===== config.mk =====
export PLATFORM = sky130hd
export DESIGN_NAME = tt_sweep_characterizer
export DESIGN_NICKNAME = d
export VERILOG_FILES = /design/src/rtl/tt_char_pkg.sv /design/src/rtl/tt_settle_counter.sv /design/src/rtl/tt_sweep_characterizer.sv
export SDC_FILE = /design/constraint.sdc
export NUM_CORES = 1
export LEC_CHECK = 0
export ABC_CLOCK_PERIOD_IN_PS = 6600
export BUFFER_PORTS_ARGS = -buffer_cell sky130_fd_sc_hd__clkbuf_2
export CAP_MARGIN = 20
export CORE_ASPECT_RATIO = 0.9
export CORE_MARGIN = 2
export CORE_UTILIZATION = 55
export DETAILED_ROUTE_END_ITERATION = 10
export PLACE_DENSITY = 0.8
export SLEW_MARGIN = 20
export SYNTH_ARGS = -nofsm -noshare
export SYNTH_HDL_FRONTEND = slang
export SYNTH_SLANG_ARGS = --single-unit

===== constraint.sdc =====
create_clock -name clk -period 6.6 [get_ports clk]
set_input_delay 0.33 -clock clk [delete_from_list [all_inputs] [get_ports clk]]
set_output_delay 0.33 -clock clk [all_outputs]
set_load 0.1 [all_outputs]

===== src/rtl/tt_char_pkg.sv =====
// rtl/tt_char_pkg.sv - shared types, width helper and reference truth tables for the sweep characterizer
package tt_char_pkg;

    typedef enum logic [1:0] {
        ST_IDLE   = 2'd0,
        ST_SETTLE = 2'd1,
        ST_SAMPLE = 2'd2,
        ST_FINISH = 2'd3
    } tt_state_e;

    localparam logic [7:0] TT_0x89 = 8'h89;
    localparam logic [7:0] TT_NOT_0x89 = 8'h76;

    function automatic int tt_width(input int n);
        return 1 << n;
    endfunction

    function automatic int popcount(input logic [63:0] v);
        int c;
        c = 0;
        for (int i = 0; i < 64; i++) begin
            c += int'(v[i]);
        end
        return c;
    endfunction

endpackage


===== src/rtl/tt_settle_counter.sv =====
// rtl/tt_settle_counter.sv - loadable down-counter with terminal flag; window output with TT_SWEEP_CHARACTERIZER_STABILITY_EN
module tt_settle_counter #(
    parameter int W      = 8,
    parameter int WINDOW = 1
) (
    input  logic         clk,
    input  logic         rst_n,
    input  logic         load,
    input  logic [W-1:0] load_val,
    input  logic         en,
    output logic         terminal
`ifdef TT_SWEEP_CHARACTERIZER_STABILITY_EN
    ,
    output logic         window
`endif
);

    logic [W-1:0] count;

    always_ff @(posedge clk or negedge rst_n) begin
        if (!rst_n) begin
            count <= '0;
        end else if (load) begin
            count <= load_val;
        end else if (en && count != '0) begin
            count <= count - W'(1);
        end
    end

    assign terminal = (count == W'(1));

`ifdef TT_SWEEP_CHARACTERIZER_STABILITY_EN
    // Counter runs down to 1, so the final WINDOW settle cycles are count in 1..WINDOW.
    assign window = (count != '0) && (count <= W'(WINDOW));
`endif

endmodule


===== src/rtl/tt_sweep_characterizer.sv =====
// rtl/tt_sweep_characterizer.sv - sweeps a DUC through all input vectors and scores its truth table
// Optional glitch detection under TT_SWEEP_CHARACTERIZER_STABILITY_EN.
module tt_sweep_characterizer
    import tt_char_pkg::*;
#(
    parameter int N_IN          = 3,
    parameter int SETTLE_CYCLES = 4,
    parameter int CNT_W         = N_IN + 1,
    localparam int TT_W         = tt_width(N_IN)
) (
    input  logic             clk,
    input  logic             rst_n,
    input  logic             start,
    input  logic             abort,
    input  logic [TT_W-1:0]  expected_tt,
    output logic [N_IN-1:0]  dut_in,
    input  logic             dut_out,
    output logic             busy,
    output logic             done,
    output logic [TT_W-1:0]  observed_tt,
    output logic [CNT_W-1:0] mismatch_cnt,
    output logic [N_IN-1:0]  first_mismatch,
    output logic             pass
`ifdef TT_SWEEP_CHARACTERIZER_STABILITY_EN
    ,
    output logic             unstable,
    output logic [TT_W-1:0]  unstable_tt
`endif
);

    localparam logic [N_IN-1:0] LAST_IDX = N_IN'(TT_W - 1);

    tt_state_e         state;
    logic [N_IN-1:0]   idx;
    logic [TT_W-1:0]   exp_q;
    logic              settle_last;
    logic              cnt_load;
    logic              accept;
    logic              sample_miss;
    logic [CNT_W-1:0]  mis_next;

    assign accept      = (state == ST_IDLE) && start;
    assign cnt_load    = accept || ((state == ST_SAMPLE) && (idx != LAST_IDX));
    assign sample_miss = (dut_out != exp_q[idx]);
    assign mis_next    = mismatch_cnt + CNT_W'(sample_miss);
    assign dut_in      = idx;

`ifdef TT_SWEEP_CHARACTERIZER_STABILITY_EN
    logic settle_window;
    logic dut_out_q;

    tt_settle_counter #(.W(8), .WINDOW((SETTLE_CYCLES + 1) / 2)) u_settle (
        .clk      (clk),
        .rst_n    (rst_n),
        .load     (cnt_load),
        .load_val (8'(SETTLE_CYCLES)),
        .en       (state == ST_SETTLE),
        .terminal (settle_last),
        .window   (settle_window)
    );

    always_ff @(posedge clk or negedge rst_n) begin
        if (!rst_n) begin
            dut_out_q   <= 1'b0;
            unstable_tt <= '0;
            unstable    <= 1'b0;
        end else begin
            dut_out_q <= dut_out;
            if (accept) begin
                unstable_tt <= '0;
                unstable    <= 1'b0;
            end else if (state == ST_SETTLE && settle_window && dut_out != dut_out_q) begin
                unstable_tt[idx] <= 1'b1;
            end else if (state == ST_SAMPLE && idx == LAST_IDX && !abort) begin
                unstable <= |unstable_tt;
            end
        end
    end
`else
    tt_settle_counter #(.W(8), .WINDOW(1)) u_settle (
        .clk      (clk),
        .rst_n    (rst_n),
        .load     (cnt_load),
        .load_val (8'(SETTLE_CYCLES)),
        .en       (state == ST_SETTLE),
        .terminal (settle_last)
    );
`endif

    always_ff @(posedge clk or negedge rst_n) begin
        if (!rst_n) begin
            state          <= ST_IDLE;
            idx            <= '0;
            exp_q          <= '0;
            busy           <= 1'b0;
            done           <= 1'b0;
            observed_tt    <= '0;
            mismatch_cnt   <= '0;
            first_mismatch <= '0;
            pass           <= 1'b0;
        end else begin
            done <= 1'b0;
            case (state)
                ST_IDLE: begin
                    if (start) begin
                        exp_q          <= expected_tt;
                        observed_tt    <= '0;
                        mismatch_cnt   <= '0;
                        first_mismatch <= '0;
                        pass           <= 1'b0;
                        idx            <= '0;
                        busy           <= 1'b1;
                        state          <= ST_SETTLE;
                    end
                end
                ST_SETTLE: begin
                    if (abort) begin
                        state <= ST_IDLE;
                        busy  <= 1'b0;
                        pass  <= 1'b0;
                    end else if (settle_last) begin
                        state <= ST_SAMPLE;
                    end
                end
                ST_SAMPLE: begin
                    // The sample is recorded even on an abort edge; only the sequencing stops.
                    observed_tt[idx] <= dut_out;
                    mismatch_cnt     <= mis_next;
                    if (sample_miss && mismatch_cnt == '0) begin
                        first_mismatch <= idx;
                    end
                    if (abort) begin
                        state <= ST_IDLE;
                        busy  <= 1'b0;
                        pass  <= 1'b0;
                    end else if (idx == LAST_IDX) begin
                        state <= ST_FINISH;
                        busy  <= 1'b0;
                        done  <= 1'b1;
                        pass  <= (mis_next == '0);
                    end else begin
                        idx   <= idx + N_IN'(1);
                        state <= ST_SETTLE;
                    end
                end
                ST_FINISH: begin
                    state <= ST_IDLE;
                end
                default: begin
                    state <= ST_IDLE;
                end
            endcase
        end
    end

endmodule


==> metrics.txt <==
# TYPE chip_impl_metric gauge
chip_impl_metric{name="setup-tns-final",unit="ns"} 0
chip_impl_metric{name="finalNonFillerCells",unit=""} 285
chip_impl_info{name="outcome",value="finished, final reports clean"} 1
chip_impl_metric{name="mappedNetlistNets",unit=""} 232
chip_impl_metric{name="postSynthAreaPerCell",unit="sq um"} 10.09
chip_impl_metric{name="max_cap_viol_count",unit=""} 0
chip_impl_metric{name="fin_nets",unit=""} 265
chip_impl_metric{name="gp_routability_congestion",unit=""} 0.8102
chip_impl_metric{name="start_util",unit="%"} 56.80
chip_impl_info{name="post_synth_most_frequent_cells",value="sky130_fd_sc_hd__dfrtp_1, sky130_fd_sc_hd__nor2_1, sky130_fd_sc_hd__nand2_1, sky130_fd_sc_hd__o21ai_0"} 1
chip_impl_metric{name="required",unit="ns"} 6.81
chip_impl_metric{name="cts_buffers",unit=""} 5
chip_impl_metric{name="clock.fmax",unit="GHz"} 0.3778
chip_impl_metric{name="total_leakage_power",unit="nW"} 1.100
chip_impl_metric{name="synthSimpleGateAreaFrac",unit="%"} 16.41
chip_impl_metric{name="yosys.area_share.adder",unit="%"} 7.186
chip_impl_metric{name="place.detailed.hpwl",unit="mm"} 2.898
chip_impl_metric{name="synth_top_area_share",unit="%"} 46.71
chip_impl_metric{name="io_buffer_count",unit=""} 33
chip_impl_metric{name="grt_use_total",unit="%"} 21.38
chip_impl_metric{name="synthesis.yosys.warnings",unit=""} 0
chip_impl_metric{name="yosys.area_share.xor_xnor",unit="%"} 3.772
chip_impl_metric{name="grt_max_degree",unit=""} 40
chip_impl_info{name="cts_tree",value="yes"} 1
chip_impl_metric{name="synth_sequential_area_ratio",unit="%"} 46.71
chip_impl_info{name="ys_top_cells_by_area",value="sky130_fd_sc_hd__dfrtp_1, sky130_fd_sc_hd__ha_1, sky130_fd_sc_hd__mux2_2"} 1
chip_impl_metric{name="drc",unit=""} 0
chip_impl_info{name="grt_setup_unrepaired",value="false"} 1
chip_impl_info{name="post-synth-top-count-cell",value="sky130_fd_sc_hd__dfrtp_1"} 1
chip_impl_metric{name="drt_iter0_drc",unit=""} 124
chip_impl_metric{name="fin_crit",unit="ns"} 2.647
chip_impl_metric{name="floorplan.die.height",unit="microns"} 62.48
chip_impl_metric{name="clkSinkCount",unit=""} 39
chip_impl_metric{name="clk-insertion-delay-late",unit="ns"} 0.29
chip_impl_metric{name="peak_supply_drop",unit="mV"} 0.2169
chip_impl_metric{name="synth-seq-cells",unit=""} 39
chip_impl_metric{name="final_hold_viols",unit=""} 0
chip_impl_metric{name="maxSlewViolCount",unit=""} 0
chip_impl_metric{name="final-seq-area",unit="sq um"} 975.9
chip_impl_metric{name="grt_overflow",unit=""} 0
chip_impl_metric{name="post-place-cells",unit=""} 279
chip_impl_metric{name="worst-slew-pin-transition",unit="ns"} 0.9480
chip_impl_metric{name="antenna_cells_inserted",unit=""} 0
chip_impl_metric{name="clkTransAtPathRegs",unit="ns"} 0.07
chip_impl_metric{name="grt_antenna_before_repair",unit=""} 0
chip_impl_metric{name="cp_max_fo",unit=""} 18
chip_impl_metric{name="ys_types",unit=""} 37
chip_impl_info{name="largest_family_of_logic_cells_by_synthesized_area",value="simple AND/OR/NAND/NOR gates"} 1
chip_impl_metric{name="synth-edff-count",unit=""} 0
chip_impl_metric{name="detail_route.wl_per_cell",unit="microns"} 14.45
chip_impl_metric{name="die_width",unit="microns"} 68.97
chip_impl_metric{name="final_antenna_net_count",unit=""} 0
chip_impl_metric{name="htree_num_levels",unit=""} 2
chip_impl_metric{name="synth.area.mux_share",unit="%"} 9.401
chip_impl_metric{name="finalSetupViolations",unit=""} 0
chip_impl_metric{name="drive_gt1_share",unit="%"} 21.76
chip_impl_metric{name="synth_compound_area_share",unit="%"} 12.28
chip_impl_metric{name="syn2layout_area_growth",unit="%"} 12.40
chip_impl_metric{name="die_outline_area",unit="sq mm"} 0.004309
chip_impl_metric{name="nFillCells",unit=""} 319
chip_impl_info{name="worstHoldPathType",value="input pin to async pin"} 1
chip_impl_info{name="synthFlopType",value="sky130_fd_sc_hd__dfrtp_1"} 1
chip_impl_info{name="synth.largest_area_cell",value="sky130_fd_sc_hd__dfrtp_1"} 1
chip_impl_metric{name="clock_skew",unit="ns"} 0.002013
chip_impl_info{name="path_class",value="flop to flop"} 1
chip_impl_metric{name="place_area",unit="sq mm"} 0.002276
chip_impl_metric{name="slew-limit-headroom",unit="%"} 36.80
chip_impl_metric{name="worst-endpoint-arrival",unit="ns"} 2.86
chip_impl_info{name="clock_tree.root_cell",value="sky130_fd_sc_hd__clkbuf_8"} 1
chip_impl_info{name="kind_of_end_point_of_the_critical_path",value="flop"} 1
chip_impl_metric{name="period_utilization_post_route",unit="%"} 40.10
chip_impl_info{name="setup.worst_path.start_class",value="flop"} 1
chip_impl_metric{name="cts_resized",unit=""} 0
chip_impl_metric{name="ios",unit=""} 34
chip_impl_metric{name="placementRows",unit=""} 21
chip_impl_metric{name="power_density",unit="mW/mm^2"} 418.3
chip_impl_metric{name="multi_input_area",unit="sq mm"} 0.001025
chip_impl_metric{name="route.detailed.vias_per_inst",unit=""} 5.568
chip_impl_metric{name="cts.path.max_buffers",unit=""} 2
chip_impl_metric{name="routed_via_count",unit=""} 1587
chip_impl_metric{name="cts_hold_buffers",unit=""} 0
chip_impl_metric{name="cts_setup_buffers",unit=""} 0
chip_impl_metric{name="finalInstanceArea",unit="sq mm"} 0.002349
chip_impl_metric{name="core_region_area",unit="sq mm"} 0.003679
chip_impl_metric{name="wl",unit="mm"} 4.119
chip_impl_metric{name="grt_first_pass_wirelength",unit="mm"} 6.920
chip_impl_metric{name="drt-pass1-iter-count",unit=""} 4
chip_impl_metric{name="syn-cell-area",unit="sq mm"} 0.002090
chip_impl_metric{name="synth_async_reset_ratio",unit="%"} 100.0
chip_impl_metric{name="first_global_vias",unit=""} 1496
chip_impl_metric{name="post_synth_inst_count",unit=""} 207
-- cells in the final DEF, fill, tap and decap left out, drive strengths merged, types with 5 or more instances in the layout --
cell and instances:
mux2i 6, nand3 6, mux2 9, nand2 18, inv 12, clkbuf 39
dfrtp 39, ha 12, xor2 6, o21ai 16, a21oi 5, nand2b 8
nor2 21
-- worst max-delay path, stage by stage (launching register included) --
cell and delay [ns]:
sky130_fd_sc_hd__dfrtp_1 0.73, sky130_fd_sc_hd__mux2i_1 0.16, sky130_fd_sc_hd__mux4_2 0.56, sky130_fd_sc_hd__xnor2_1 0.16
sky130_fd_sc_hd__ha_1 0.20, sky130_fd_sc_hd__ha_1 0.29, sky130_fd_sc_hd__nor3_1 0.21, sky130_fd_sc_hd__nand4b_1 0.11
sky130_fd_sc_hd__o21ai_0 0.15
-- cell families after synthesis --
family	count (synthesis)
adder cells (fa/ha/maj)	12
flip-flops	39
AO/OA/AOI/OAI	40
XOR/XNOR	9
buffers and inverters	20
multiplexers	16
AND/OR/NAND/NOR	71
-- area by class of cell --
type / instances / share of cell area (%)
Tap cell: 46 / 2.451
Inverter: 12 / 1.918
Multi-Input combinational cell: 148 / 43.63
Clock buffer: 6 / 3.090
Sequential cell: 39 / 41.56
Timing Repair Buffer: 34 / 7.352
-- report_power, final --
part           total (W)  leakage, nW  internal [W]  switching (W)
Combinational   0.000476        0.551      0.000163       0.000313
Sequential      0.000359        0.513      0.000301      0.0000581
Clock           0.000148       0.0371     0.0000704      0.0000772
Total           0.000982         1.10      0.000534       0.000448
-- final timing paths --
| check | startpoint | to | slack (ns) | depth (start not counted) |
|---|---|---|---|---|
| setup / recovery | dut_in[0] | pass | 3.95 | 8 |
| hold / removal | rst_n | mismatch_cnt[0] | 0.18 | 1 |
| setup reg to reg | dut_in[0] | pass | 3.95 | 8 |
| hold reg to reg | busy | busy | 0.48 | 2 |
| max in group asynchronous | rst_n | observed_tt[3] | 5.84 | 1 |
| min in group clk | expected_tt[0] | exp_q[0] | 0.27 | 2 |
-- registers in the layout, summed over array words and instances, names as in the netlist --
name            cells
observed_tt         8
mismatch_cnt        4
done                1
state               2
exp_q               8
pass                1
dut_in              3
first_mismatch      3
u_settle.count      8
busy                1
-- per-stage QoR --
stage	util [%]	hold slack, ns	setup WS, ns	power, W
after floorplan	-	0.03441	3.758	0.0007376
after global placement	61.87	0.4665	4.097	0.0008205
after detailed placement	61.87	0.4709	3.974	0.0008333
after CTS	63.84	0.2090	3.955	0.0009867
after global routing	63.84	0.2530	3.760	0.001055
final	63.84	0.1775	3.953	0.0009824
-- metal layers --
| layer | GRT usage, % | up-vias | routed length, microns |
|---|---|---|---|
| li1 | - | 791 | - |
| met1 | 29.61 | 757 | 1944 |
| met2 | 32.33 | 32 | 1911 |
| met3 | 7.748 | 7 | 227 |
| met4 | 4.412 | 0 | 36 |
| met5 | 0 | - | 0 |
Note: power is estimated with default switching activity, not from simulation.
